--- src/rtl/pic_pkg.sv ---
// Shared constants and priority helpers for the PIC request/priority stage.
// Priority is relative to the lowest-priority pointer lp: rank 0 is the level just above lp.
package pic_pkg;

    localparam int unsigned NUM_IR   = 8;
    localparam int unsigned LVL_W    = 3;
    localparam logic [2:0]  SPUR_LVL = 3'd7;

    typedef struct packed {
        logic       found;
        logic [2:0] lvl;
    } pick_t;

    function automatic logic [2:0] rank(input logic [2:0] lvl, input logic [2:0] lp);
        return lvl - lp - 3'd1;
    endfunction

    function automatic pick_t prio_pick(input logic [7:0] vec, input logic [2:0] lp);
        pick_t      p;
        logic [2:0] idx;
        p = '0;
        // Walk from lowest to highest priority so the highest set bit is written last.
        for (int k = NUM_IR - 1; k >= 0; k--) begin
            idx = lp + 3'd1 + 3'(k);
            if (vec[idx]) begin
                p.found = 1'b1;
                p.lvl   = idx;
            end
        end
        return p;
    endfunction

endpackage

--- src/rtl/pic_prio_pick.sv ---
// Combinational rotating priority encoder: finds the highest-priority set bit relative to lp.
module pic_prio_pick
    import pic_pkg::*;
(
    input  logic [7:0] i_vec,
    input  logic [2:0] i_lp,
    output logic       o_found,
    output logic [2:0] o_lvl
);

    pick_t w_pick;

    always_comb begin
        w_pick  = prio_pick(i_vec, i_lp);
        o_found = w_pick.found;
        o_lvl   = w_pick.lvl;
    end

endmodule

--- src/rtl/pic_prio_resolver.sv ---
// 8259-style IRR/ISR holding and priority resolution with fixed or automatic-rotation priority.
// Drives the registered interrupt request and the acknowledged vector level toward CtrlLgc.
module pic_prio_resolver
    import pic_pkg::*;
#(
    parameter int unsigned NUM_IR   = pic_pkg::NUM_IR,
    parameter logic [2:0]  SPUR_LVL = pic_pkg::SPUR_LVL
) (
    input  logic              clk,
    input  logic              reset,
    input  logic [NUM_IR-1:0] ir,
    input  logic [NUM_IR-1:0] mask,
    input  logic              ltim,
    input  logic              ar,
    input  logic              inta_first,
    input  logic              eoi,
    input  logic              seoi,
    input  logic [2:0]        seoi_lvl,
    output logic [NUM_IR-1:0] irr,
    output logic [NUM_IR-1:0] isr,
    output logic              int_req,
    output logic              isprior,
    output logic [2:0]        y,
    output logic              spurious
);

    localparam logic [NUM_IR-1:0] ONE = {{(NUM_IR - 1){1'b0}}, 1'b1};

    logic [NUM_IR-1:0] r_irr, r_isr, r_ir_q;
    logic [2:0]        r_lp, r_y;
    logic              r_isprior, r_int_req, r_spurious;

    logic [NUM_IR-1:0] w_cand, w_set, w_clr, w_irr_d, w_isr_d;
    logic [2:0]        w_req_lvl, w_isr_lvl, w_lp_d;
    logic              w_req_found, w_isr_found, w_isprior, w_ack;

    pic_prio_pick u_pick_req (
        .i_vec   (w_cand),
        .i_lp    (r_lp),
        .o_found (w_req_found),
        .o_lvl   (w_req_lvl)
    );

    pic_prio_pick u_pick_isr (
        .i_vec   (r_isr),
        .i_lp    (r_lp),
        .o_found (w_isr_found),
        .o_lvl   (w_isr_lvl)
    );

    always_comb begin
        w_cand    = r_irr & ~mask;
        w_isprior = w_req_found &&
                    (!w_isr_found || (rank(w_req_lvl, r_lp) < rank(w_isr_lvl, r_lp)));
        w_ack     = inta_first && w_isprior;
        w_set     = w_ack ? (ONE << w_req_lvl) : '0;

        // Specific EOI takes precedence over a simultaneous non-specific EOI.
        w_clr  = '0;
        w_lp_d = r_lp;
        if (seoi) begin
            w_clr = ONE << seoi_lvl;
            if (ar) w_lp_d = seoi_lvl;
        end else if (eoi && w_isr_found) begin
            w_clr = ONE << w_isr_lvl;
            if (ar) w_lp_d = w_isr_lvl;
        end

        w_isr_d = (r_isr & ~w_clr) | w_set;

        // Edge mode: a fresh edge re-arms a bit even when it is being acknowledged.
        if (ltim) w_irr_d = ir;
        else      w_irr_d = (r_irr & ir & ~w_set) | (ir & ~r_ir_q);
    end

    always_ff @(posedge clk) begin
        if (reset) begin
            r_irr      <= '0;
            r_isr      <= '0;
            r_ir_q     <= '1;
            r_lp       <= 3'd7;
            r_y        <= 3'd0;
            r_isprior  <= 1'b0;
            r_int_req  <= 1'b0;
            r_spurious <= 1'b0;
        end else begin
            r_ir_q    <= ir;
            r_irr     <= w_irr_d;
            r_isr     <= w_isr_d;
            r_lp      <= w_lp_d;
            r_isprior <= w_isprior;
            r_int_req <= r_isprior;
            if (inta_first) begin
                r_y        <= w_ack ? w_req_lvl : SPUR_LVL;
                r_spurious <= !w_ack;
            end
        end
    end

    always_comb begin
        irr      = r_irr;
        isr      = r_isr;
        int_req  = r_int_req;
        isprior  = r_isprior;
        y        = r_y;
        spurious = r_spurious;
    end

endmodule

--- config.mk ---
export PLATFORM = sky130hd
export DESIGN_NAME = pic_prio_resolver
export DESIGN_NICKNAME = d
export VERILOG_FILES = /design/src/rtl/pic_pkg.sv /design/src/rtl/pic_prio_pick.sv /design/src/rtl/pic_prio_resolver.sv
export SDC_FILE = /design/constraint.sdc
export NUM_CORES = 1
export LEC_CHECK = 0
export ABC_AREA = 1
export CAP_MARGIN = 5
export CORE_ASPECT_RATIO = 0.7
export CORE_UTILIZATION = 49
export CTS_CLUSTER_SIZE = 40
export DETAILED_ROUTE_END_ITERATION = 10
export PLACE_DENSITY = 0.8
export SLEW_MARGIN = 40
export SYNTH_ARGS = -nofsm -noshare
export SYNTH_HDL_FRONTEND = slang
export SYNTH_SLANG_ARGS = --single-unit
--- constraint.sdc ---
create_clock -name clk -period 4.4 [get_ports clk]
set_input_delay 0.88 -clock clk [delete_from_list [all_inputs] [get_ports clk]]
set_output_delay 0.88 -clock clk [all_outputs]
set_load 0.03 [all_outputs]
# Word-level counts from Yosys, hierarchy flattened
# Index checks and enable logic that the tools add are counted.
dict set report classes {
  add_sub_neg 12
  order_cmp 9
  eq_ne 2
  shifts 3
  mux 57
  bitwise 11
  n_reduce_logical 8
}
# cell count
set ops {}
lappend ops {{$mux 4} 16}
lappend ops {{$bmux 1 s3} 16}
lappend ops {{$and 8x8->8} 5}
lappend ops {{$lt 3x4->1 const B} 8}
lappend ops {{$mux 8} 4}
lappend ops {{$not 8->8} 4}
lappend ops {{$shl 1x3->8 const A} 3}
lappend ops {{$mux 1} 16}
lappend ops {{$or 8x8->8} 2}
lappend ops {{$mux 3} 5}
lappend ops {{$add 3x3->3 const B} 4}
lappend ops {{$add 3x1->3 const B} 2}
lappend ops {{$add 3x2->3 const B} 2}
lappend ops {{$sub 3x1->3 const B} 2}
lappend ops {{$sub 3x3->3} 2}
lappend ops {{$ne 2x2->1 const B} 2}
lappend ops {{$logic_and 1x1->1} 3}
lappend ops {{$lt 3x3->1} 1}
lappend ops {{$reduce_and 3->1} 1}
lappend ops {{$logic_not 1->1} 2}
lappend ops {{$reduce_bool 2->1} 1}
lappend ops {{$logic_or 1x1->1} 1}
dict set report word_totals {
  register_bits 33
  inputBits 26
  output_inout_bits 22
  word_cells 110
}

# Logic depth before layout (Yosys ltp)
dict set report logic_depth {
  ltp_word 23
  mapped_depth 34
  mapped_depth_nobuf 31
}

# Modules after synthesis
# From an unflattened synthesis, not the netlist that was laid out.
dict set report unflattened {
  cells_unflattened 594
  hier_area_um2 3305.7
}
# mod instances cells_each area_each_um2 seq_area_each_um2
set by_module_without_submodules {}
lappend by_module_without_submodules {pic_prio_pick 2 182 849.6 0.0}
lappend by_module_without_submodules {pic_prio_resolver 1 230 1606.5 660.6}

# Worst setup path after synthesis
# No wires, ideal clock.
dict set report synth_path {
  kind {register to register}
  from {register r_lp[0]}
  to {register r_irr[7] (netlist: irr[7])}
  setup_time_ns 0.117
  t_arrival_ns 4.027
  required_ns 4.283
  path_slack_ns 0.256
  stages_incl_launch_ff 35
  n_path_buf 3
  period_less_slack_ns 4.144
  path_cell_list {dfxtp_1 inv_2 buf_6 ha_1 buf_4 inv_4 nand2_2 nand2_4 buf_6 nand2_2 nand2_2 nand2_2 nand2_2 inv_1 nand2_1 nand2_1 nand2_1 nand2_1 nand2_1 nand2_1 nand2_1 nand2_2 ha_1 fa_1 xor2_1 xor2_1 ha_1 a21oi_1 nand2_1 nand2_2 nand3_4 a21oi_4 nand3_1 nand2_1 a21oi_1}
}
dict set report synth_via {
  elab_chain_len 23
  word_cells_on_any_way 71
  cone_classes {add/sub: 12; order compare: 1; shift: 1; mux: 50; bitwise: 3; reduce/logical: 4}
}
# item line_no
set synth_rtl {}
lappend synth_rtl {{start: declaration} pic_prio_resolver.sv:30} ;# logic [2:0] r_lp, r_y;
lappend synth_rtl {{start signal: assignment} pic_prio_resolver.sv:90} ;# r_lp <= w_lp_d;
lappend synth_rtl {{$add 3x1->3} pic_pkg.sv:24} ;# idx = lp + 3'd1 + 3'(k);
lappend synth_rtl {{$add 3x3->3} pic_pkg.sv:24}
lappend synth_rtl {{$bmux 1 s3} pic_pkg.sv:25} ;# if (vec[idx]) begin
lappend synth_rtl {{$mux 1 (implied by the code)} pic_pkg.sv:25}
lappend synth_rtl {{$mux 4 (8 in a row)} pic_pkg.sv:25}
lappend synth_rtl {{$sub 3x3->3} pic_pkg.sv:15} ;# return lvl - lp - 3'd1;
lappend synth_rtl {{$sub 3x1->3} pic_pkg.sv:15}
lappend synth_rtl {{$lt 3x3->1} pic_prio_resolver.sv:54} ;# (!w_isr_found || (rank(w_req_lvl, r_lp) < rank(w_isr_lvl, r_lp)));
lappend synth_rtl {{$logic_or 1x1->1} pic_prio_resolver.sv:54}
lappend synth_rtl {{$logic_and 1x1->1} pic_prio_resolver.sv:53} ;# w_isprior = w_req_found &&
lappend synth_rtl {{$logic_and 1x1->1} pic_prio_resolver.sv:55} ;# w_ack = inta_first && w_isprior;
lappend synth_rtl {{$mux 8 *} pic_prio_resolver.sv:56} ;# w_set = w_ack ? (ONE << w_req_lvl) : '0;
lappend synth_rtl {{$not 8->8 *} pic_prio_resolver.sv:73} ;# else w_irr_d = (r_irr & ir & ~w_set) | (ir & ~r_ir_q);
lappend synth_rtl {{$and 8x8->8 *} pic_prio_resolver.sv:73}
lappend synth_rtl {{$or 8x8->8 *} pic_prio_resolver.sv:73}
lappend synth_rtl {{$mux 8 *} pic_prio_resolver.sv:72} ;# if (ltim) w_irr_d = ir;
lappend synth_rtl {{end signal: assignment} pic_prio_resolver.sv:88} ;# r_irr <= w_irr_d;
lappend synth_rtl {{end: declaration} pic_prio_resolver.sv:29} ;# logic [NUM_IR-1:0] r_irr, r_isr, r_ir_q;
# Every way passes the cells marked *; elsewhere a longest branch is shown, timed or not. The select of a mux whose other input is x is not followed.
# A chain may end at the register's enable or synchronous reset.

# Worst setup path in the final report
dict set report layout_path {
  from {input mask[3]}
  to {register r_irr[7] (netlist: irr[7])}
}
dict set report layout_via {
  elab_chain_len 23
  word_cells_on_any_way 38
  cone_classes {add/sub: 2; order compare: 1; shift: 1; mux: 26; bitwise: 5; reduce/logical: 3}
}
# item line_no
set layout_rtl {}
lappend layout_rtl {{start: declaration} pic_prio_resolver.sv:12} ;# input logic [NUM_IR-1:0] mask,
lappend layout_rtl {{$not 8->8 *} pic_prio_resolver.sv:52} ;# w_cand = r_irr & ~mask;
lappend layout_rtl {{$and 8x8->8 *} pic_prio_resolver.sv:52}
lappend layout_rtl {{$bmux 1 s3} pic_pkg.sv:25}
lappend layout_rtl {{$mux 1 (implied by the code)} pic_pkg.sv:25}
lappend layout_rtl {{$mux 4 (7 in a row)} pic_pkg.sv:25}
lappend layout_rtl {{$mux 4 *} pic_pkg.sv:25}
lappend layout_rtl {{$sub 3x3->3} pic_pkg.sv:15}
lappend layout_rtl {{$sub 3x1->3} pic_pkg.sv:15}
lappend layout_rtl {{$lt 3x3->1} pic_prio_resolver.sv:54}
lappend layout_rtl {{$logic_or 1x1->1} pic_prio_resolver.sv:54}
lappend layout_rtl {{$logic_and 1x1->1} pic_prio_resolver.sv:53}
lappend layout_rtl {{$logic_and 1x1->1} pic_prio_resolver.sv:55}
lappend layout_rtl {{$mux 8 *} pic_prio_resolver.sv:56}
lappend layout_rtl {{$not 8->8 *} pic_prio_resolver.sv:73}
lappend layout_rtl {{$and 8x8->8 *} pic_prio_resolver.sv:73}
lappend layout_rtl {{$or 8x8->8 *} pic_prio_resolver.sv:73}
lappend layout_rtl {{$mux 8 *} pic_prio_resolver.sv:72}
# Marked as above.

==> results.py <==
metrics = {
    "run_status": {
        "status": "completed",
    },
    "critical_path": {
        "critPathKind": "input port to flip-flop",
        "cp.arrival_ps": 4400,
        "crit_buf_inv": 2,
        "r2r_end": "irr[7]",
        "crit_required_ps": 4580,
        "worst-path-max-fanout": 4,
        "max_stage_delay_ps": 400,
        "reg2reg_from": "r_lp[0]",
        "reg2regPathDepth": 30,
        "cp_common_cell": "nand2_1",
        "crit_slowest_cell": "clkdlybuf4s50_1",
        "crit_path_end_kind": "flip-flop",
        "startpoint_type": "input port",
        "crit_family": "simple AND/OR/NAND/NOR gates",
        "ff2ff_setup_slack_ps": 240,
    },
    "final_layout": {
        "fill_cells": 496,
        "diodes": 0,
        "drive_gt1_frac": 0.226,
        "register_area_um2": 663,
        "finish.net_count": 596,
        "mostFrequentLayoutCell": "nand2_1",
        "mostFrequentLayoutCells": "nand2_1, inv_1, nand3_1",
        "area_growth_pct": 33.4,
        "multi_input_comb_area_um2": 2100,
    },
    "yosys": {
        "yosysSeqAreaShare": 0.225,
        "yosysUniqueCellTypes": 35,
        "syn_avg_cell_area_um2": 5.96,
        "ys_ff_latch": 33,
        "syn_nets": 527,
        "synth_top_area_frac": 0.225,
        "synth_top_cell_by_area": "dfxtp_1",
        "ys_top_cells_by_area": "dfxtp_1, nand2_1, nand3_1",
        "postSynthCellCount": 493,
        "yosys_warnings": 0,
        "synth_edf_count": 0,
        "synth_ff_type": "dfxtp_1",
        "synth_area_um2": 2940,
        "async_reset_ff_frac": 0,
    },
    "sta": {
        "finalHoldViolCount": 0,
        "slew_viol_final": 0,
        "worst_pin_slew_ps": 592,
        "fin_hold_ws_ps": 442,
        "fin_crit_sh": 0.960,
        "skew_ps": 7.40,
        "fmax_mhz": 237,
        "slew_headroom": 0.605,
        "setup_viol_count_final": 0,
        "post-route-min-period_ps": 4220,
    },
    "cts": {
        "cts_made_buffers": 5,
        "cts_tree": "done",
        "insertion_delay_ps": 290,
        "cts.clk_slew.worst_paths_ps": 70,
        "clk_path_buf_depth": 2,
        "h-tree-depth": 2,
        "numClockSinks": 33,
        "root_buffer": "clkbuf_8",
    },
    "min_path": {
        "min_from": "isprior",
        "holdPathEnd": "int_req",
        "hold_path_depth": 2,
        "worstHoldPathType": "flip-flop to flip-flop",
    },
    "global_routing": {
        "grt_start_max_net_pins": 21,
        "grt_remaining_overflow": 0,
        "grt_pass1_vias": 3034,
        "antenna_found_initial": 0,
        "gr-usage-all-layers": 0.302,
        "grt_first_pass_wirelength_um": 14300,
    },
    "die": {
        "rows": 23,
        "ios": 48,
        "die_w_um": 94.5,
        "core_um2": 5760,
        "die_h_um": 66.8,
        "initial_core_util": 0.510,
        "die_area_um2": 6310,
    },
    "drt": {
        "firstDrtPassIters": 5,
        "drc": 0,
        "wl_um": 9470,
        "wire_per_inst_um": 14.8,
        "via_per_inst": 5.40,
        "drt_iter0_drc": 317,
        "ant_nets": 0,
        "vias": 3445,
    },
    "placed_design": {
        "place.gp.congestion": 0.952,
        "place_hpwl_um": 7220,
        "io_buffers": 47,
    },
    "flow_run": {
        "maxCapViolCount": 0,
    },
}
worst reg2reg max path: cells and delay by family, from the launching register on:
family	cells	cell delay (ps)
AO/OA/AOI/OAI	4	530
flip-flops	1	360
AND/OR/NAND/NOR	17	1370
adder cells (fa/ha/maj)	4	1150
buffers and inverters	3	340
XOR/XNOR	2	310
synth_stat cells, types with 7 or more instances:
cell type and n:
nand2_1 154, nand3_2 7, nand2_2 25, nor2_1 32, inv_1 60, nand3_1 74
inv_2 8, a21oi_1 33, dfxtp_1 33
cell families after synthesis:
| logic type | synth area share |
|---|---|
| AND/OR/NAND/NOR | 0.471 |
| flip-flops | 0.225 |
| AO/OA/AOI/OAI | 0.131 |
| adder cells (fa/ha/maj) | 0.0392 |
| buffers and inverters | 0.122 |
| XOR/XNOR | 0.0119 |
sequential cells by signal (all words and copies together), names as in the netlist:
signal,count
irr,8
isr,8
r_ir_q,8
r_lp,3
y,3
int_req,1
isprior,1
spurious,1
per-stage QoR:
stage	setup TNS, ps	instances	worst slack, ps	cell area [um2]	util
after global routing	-89.9	638	-23.9	3920	0.681
after CTS	0	629	22.1	3650	0.634
after global placement	-1300	621	-116	3550	0.617
after detailed placement	-2230	621	-172	3550	0.617
after floorplan	0	493	256	2940	-
final	0	638	177	3920	0.681
layer usage:
layer,up-vias,share of wire,track usage
li1,1713,-,-
met1,1575,0.45,0.409
met2,139,0.45,0.490
met3,18,0.075,0.0548
met4,0,0.018,0.0890
met5,-,0,0
cell type report:
cell class / instances / area share
clock buffers: 7 / 0.0246
clock inverters: 1 / 0.00128
inverters: 69 / 0.0673
multi-input cells: 378 / 0.535
flip-flops and latches: 33 / 0.169
well taps: 75 / 0.0239
repair buffers: 75 / 0.179
worst max-delay path by stage:
stage	startpoint	cells after the start	to
after CTS	r_lp[0]	28	irr[6]
after detailed placement	mask[0]	28	irr[6]
after floorplan	r_lp[0]	34	irr[7]
after global routing	mask[6]	28	irr[5]
final	mask[3]	26	irr[7]
after global placement	mask[5]	25	irr[7]
repair_timing:
action                                 4_1_cts  5_1_grt
hold buffers                                 0        0
endpoints found under the hold margin        0        0
setup buffers                                0        9
resized for setup                            0       46
setup endpoints to repair                    0       20
Power is not shown: default switching activity piles up to over one toggle a cycle in this logic, so the estimate is an artifact.
==> RTL edit 1, RTL diff (config.mk and constraints unchanged) <==
Put a register stage on the output `irr`. The value now appears one clock later. The other outputs are not delayed to match.
--- a/src/rtl/pic_prio_resolver.sv
+++ b/src/rtl/pic_prio_resolver.sv
@@ -25,6 +25,8 @@
 );
 
     localparam logic [NUM_IR-1:0] ONE = {{(NUM_IR - 1){1'b0}}, 1'b1};
+
+    logic [NUM_IR-1:0] irr_d;
 
     logic [NUM_IR-1:0] r_irr, r_isr, r_ir_q;
     logic [2:0]        r_lp, r_y;
@@ -98,7 +100,7 @@
     end
 
     always_comb begin
-        irr      = r_irr;
+        irr_d    = r_irr;
         isr      = r_isr;
         int_req  = r_int_req;
         isprior  = r_isprior;
@@ -106,5 +108,9 @@
         spurious = r_spurious;
     end
 
+    always_ff @(posedge clk) begin
+        irr <= irr_d;
+    end
+
 endmodule
 
Function: changed (a bounded check fails within 4 cycles, from zero or initial values and one cycle with reset high).
==> RTL edit 1 against the original RTL <==
- design area rose by 6.1%
- maximum frequency fell by 1.1%
- sequential cell count rose by 8
- synthesized area rose by 5.6%
- setup slack got worse by 46 ps
- via count rose by 3.9%
- wire length rose by 3.1%
- clock skew fell by 2.9 ps
- largest cell class unchanged
Power is left out: the tool's default activity adds up to more than one toggle a clock period on the data nets, which glitch-free logic cannot reach.
==> RTL edit 1: results <==
metrics = {
    "synthesis": {
        "yosysSeqAreaShare_pct": 26.5,
        "syn_avg_cell_area_um2": 6.19,
        "syn_nets": 535,
        "synth_common_cells": "nand2_1, nand3_1, inv_1, dfxtp_1, a21oi_1",
        "synth.distinct_cells": 40,
        "synth.top_cell.area_share_pct": 26.5,
        "synth_area_leaders": "dfxtp_1, nand2_1, nand3_1",
    },
    "global_route": {
        "grt_pass1_vias": 2889,
        "grt_pass1_wl_um": 13900,
        "gr-usage-all-layers_pct": 26.8,
        "grt_max_degree": 24,
    },
    "detailed_routing": {
        "wirelength_um": 9760,
        "wl_met3_um": 994,
        "dr_wl_met2_um": 4330,
        "m1WireLength_um": 4240,
        "vias": 3581,
    },
    "run_status": {
        "outcome": "finished clean",
    },
    "worst_setup_path": {
        "cpPeakStageDelay_ps": 400,
        "timing.rr.end": "irr_d[6]",
        "regToRegSetupSlack_ps": 240,
        "crit_arrival_ps": 4430,
        "startpoint": "mask[6]",
    },
    "timing": {
        "fmaxAchievable_mhz": 234,
        "clock_skew_ps": 4.52,
        "relSlewSlack_pct": 57.3,
        "hold_slack_ps": 416,
    },
    "cells_and_area": {
        "instances_no_fill": 645,
        "nNetsFinal": 603,
        "n_antenna_cell": 0,
    },
    "placed_design": {
        "dp.cells": 629,
        "place_congestion": 0.964,
        "dpl_cell_area_um2": 3710,
        "dp_hpwl_um": 7200,
    },
    "min_path": {
        "holdCritStartpoint": "irr_d[2]",
        "hold-path-cell-count": 0,
        "hold_path_end": "irr[2]",
    },
    "clocking": {
        "clock_latency_ps": 300,
    },
}
==> RTL edit 1: changes by cell type after synthesis, sizes merged, moves of 2 or more <==
cell    unedited run  this run
dfxtp             33        41
inv               69        64
a21oi             36        40
nand3             82        86
o211ai             6         2
o21ai             12        16
nand2            181       178
a21boi             0         2
a31oi              6         4
or2                1         3
==> RTL edit 1: worst register-to-register path, delay by kind of cell (launching register included) <==
family	cells	cell delay, ps
and+or+nand+nor	18	1440
adders and majority gates	4	1080
DFF	1	400
buffers and inverters	4	390
AOI/OAI and AO/OA	3	390
xor gates and xnor gates	2	310
==> RTL edit 1: per-layer routing <==
layer  global-route usage [%]  vias to the layer above
li1                         -                     1753
met1                     37.8                     1626
met2                     41.5                      182
met3                     5.14                       20
met4                     8.77                        0
met5                        0                        -
==> RTL edit 1: logic make-up (layout without fill, tap and decap cells) <==
family                     count (synthesis)  count (layout)  share of synthesized area (%)
and+or+nand+nor                          303             303                           44.6
AOI/OAI and AO/OA                         67              67                           12.8
DFF                                       41              41                           26.5
xor gates and xnor gates                   4               4                           1.13
buffers and inverters                     78             147                           11.3
adders and majority gates                  8               8                           3.71
==> RTL edit 1: what timing repair did <==
action	4_1_cts	5_1_grt
gates resized for setup	3	59
setup buffers	0	8
pin swaps	0	13
setup endpoints to repair	18	20
==> RTL edit 1: area by class of cell <==
class	instances	area, um2	area share (%)
multi-input combinational	382	2190	52.6
inverter	65	251	6.05
sequential	41	826	19.9
clock inverter	2	37.5	0.903
timing repair buffer	74	681	16.4
tap	75	93.8	2.26
clock buffer	6	82.6	1.99
==> RTL edit 2, RTL diff (same flow settings) <==
Without the edit above. Register the input `ir` before use. The logic sees it one clock later. The other inputs are not delayed to match.
--- a/src/rtl/pic_prio_resolver.sv
+++ b/src/rtl/pic_prio_resolver.sv
@@ -25,6 +25,16 @@
 );
 
     localparam logic [NUM_IR-1:0] ONE = {{(NUM_IR - 1){1'b0}}, 1'b1};
+
+    logic [NUM_IR-1:0] ir_q;
+
+    always_ff @(posedge clk) begin
+        if (reset) begin
+            ir_q <= '0;
+        end else begin
+            ir_q <= ir;
+        end
+    end
 
     logic [NUM_IR-1:0] r_irr, r_isr, r_ir_q;
     logic [2:0]        r_lp, r_y;
@@ -69,8 +79,8 @@
         w_isr_d = (r_isr & ~w_clr) | w_set;
 
         // Edge mode: a fresh edge re-arms a bit even when it is being acknowledged.
-        if (ltim) w_irr_d = ir;
-        else      w_irr_d = (r_irr & ir & ~w_set) | (ir & ~r_ir_q);
+        if (ltim) w_irr_d = ir_q;
+        else      w_irr_d = (r_irr & ir_q & ~w_set) | (ir_q & ~r_ir_q);
     end
 
     always_ff @(posedge clk) begin
@@ -84,7 +94,7 @@
             r_int_req  <= 1'b0;
             r_spurious <= 1'b0;
         end else begin
-            r_ir_q    <= ir;
+            r_ir_q    <= ir_q;
             r_irr     <= w_irr_d;
             r_isr     <= w_isr_d;
             r_lp      <= w_lp_d;
Formal check against the unedited RTL: not equivalent (a bounded check fails within 4 cycles, from zero or initial values and one cycle with reset high).
==> RTL edit 2 against the original RTL <==
- the flow now finishes with violations (design-rule violations)
- wire length up 1.9%
- synthesized area rose by 7.8%
- hold slack better by 1.2 ps
- clock skew decreased by 2.5 ps
- design area increased by 5.8%
- setup slack worse by 34 ps
- sequential cell count is 8 higher
- global-route usage down 2.5 points
Power is not shown: default switching activity piles up to over one toggle a cycle in this logic, so the estimate is an artifact.
==> RTL edit 2: results <==
metrics = {
    "cells_and_area": {
        "multiInputGateArea_um2": 2140,
        "clock_buffers": 5,
        "n_all_inverters": 78,
        "clk_share_pct": 2.50,
        "drive_gt1_share_pct": 21.7,
        "multi_input_cells": 388,
        "num-fill-cells": 564,
        "nonClkBufAreaFrac_pct": 16.4,
        "regArea_um2": 823,
        "nNetsFinal": 623,
    },
    "clocking": {
        "cts_sinks": 41,
    },
    "synthesis": {
        "synthAdderAreaFrac_pct": 3.63,
        "synth.distinct_cells": 37,
        "syn_nets": 555,
        "synth_compound_area_share_pct": 13.1,
        "synth_common_cells": "nand2_1, nand3_1, inv_1, dfxtp_1, nor2_1",
        "synthXorXnorAreaFrac_pct": 1.11,
        "yosysSeqAreaShare_pct": 25.9,
        "synth_area_leaders": "dfxtp_1, nand2_1, nand3_1",
    },
    "placed_design": {
        "place.port_buffers": 47,
        "dp_hpwl_um": 7350,
        "place_congestion": 1.04,
    },
    "detailed_routing": {
        "drt-initial-drc-count": 342,
        "route.detailed.drc": 3,
        "vias": 3680,
        "dr_wl_met2_um": 4390,
        "wl_met3_um": 887,
        "dr.pass1.iters": 8,
        "m1WireLength_um": 4220,
        "wl_per_cell_um": 14.5,
    },
    "worst_setup_path": {
        "cpPeakStageDelay_ps": 440,
        "critPathMaxFanout": 5,
        "regToRegSetupSlack_ps": 200,
        "startpoint": "mask[6]",
        "crit_arrival_ps": 4440,
        "endpoint": "irr[2]",
    },
    "global_route": {
        "grt_use_met1_pct": 39.4,
        "grt_max_degree": 28,
        "gr-usage-met3_pct": 4.94,
        "antenna_found_initial": 0,
        "gr-usage-all-layers_pct": 27.7,
        "grtUsageMet2_pct": 43.6,
    },
    "run_status": {
        "violations": "design-rule violations",
        "outcome": "complete, but fails checks",
    },
    "timing": {
        "worst_slew_pin_slew_ps": 515,
        "hold_slack_ps": 443,
    },
}
[RTL edit 2: how the worst min path moves through the flow]
| stage | end | cells after the start | startpoint |
|---|---|---|---|
| 6_report | r_ir_q[0] | 2 | ir_q[0] |
| 5_1_grt | r_ir_q[1] | 2 | ir_q[1] |
| 4_1_cts | r_ir_q[0] | 2 | ir_q[0] |
| 3_5_place_dp | r_ir_q[0] | 2 | ir_q[0] |
| 3_3_place_gp | r_ir_q[3] | 2 | ir_q[3] |
| 2_1_floorplan | r_ir_q[4] | 2 | ir_q[4] |
[RTL edit 2: per-stage QoR]
step                setup slack [ps]  setup TNS (ps)  cells  util [%]  cell area (um2)
floorplan                        179               0    521         -             3170
global placement                -126           -1090    658      61.4             3830
detailed placement              -240           -3360    658      61.4             3830
CTS                             45.8               0    665      63.1             3940
global route                   -35.1            -200    667      66.4             4150
finish                           142               0    667      66.4             4150
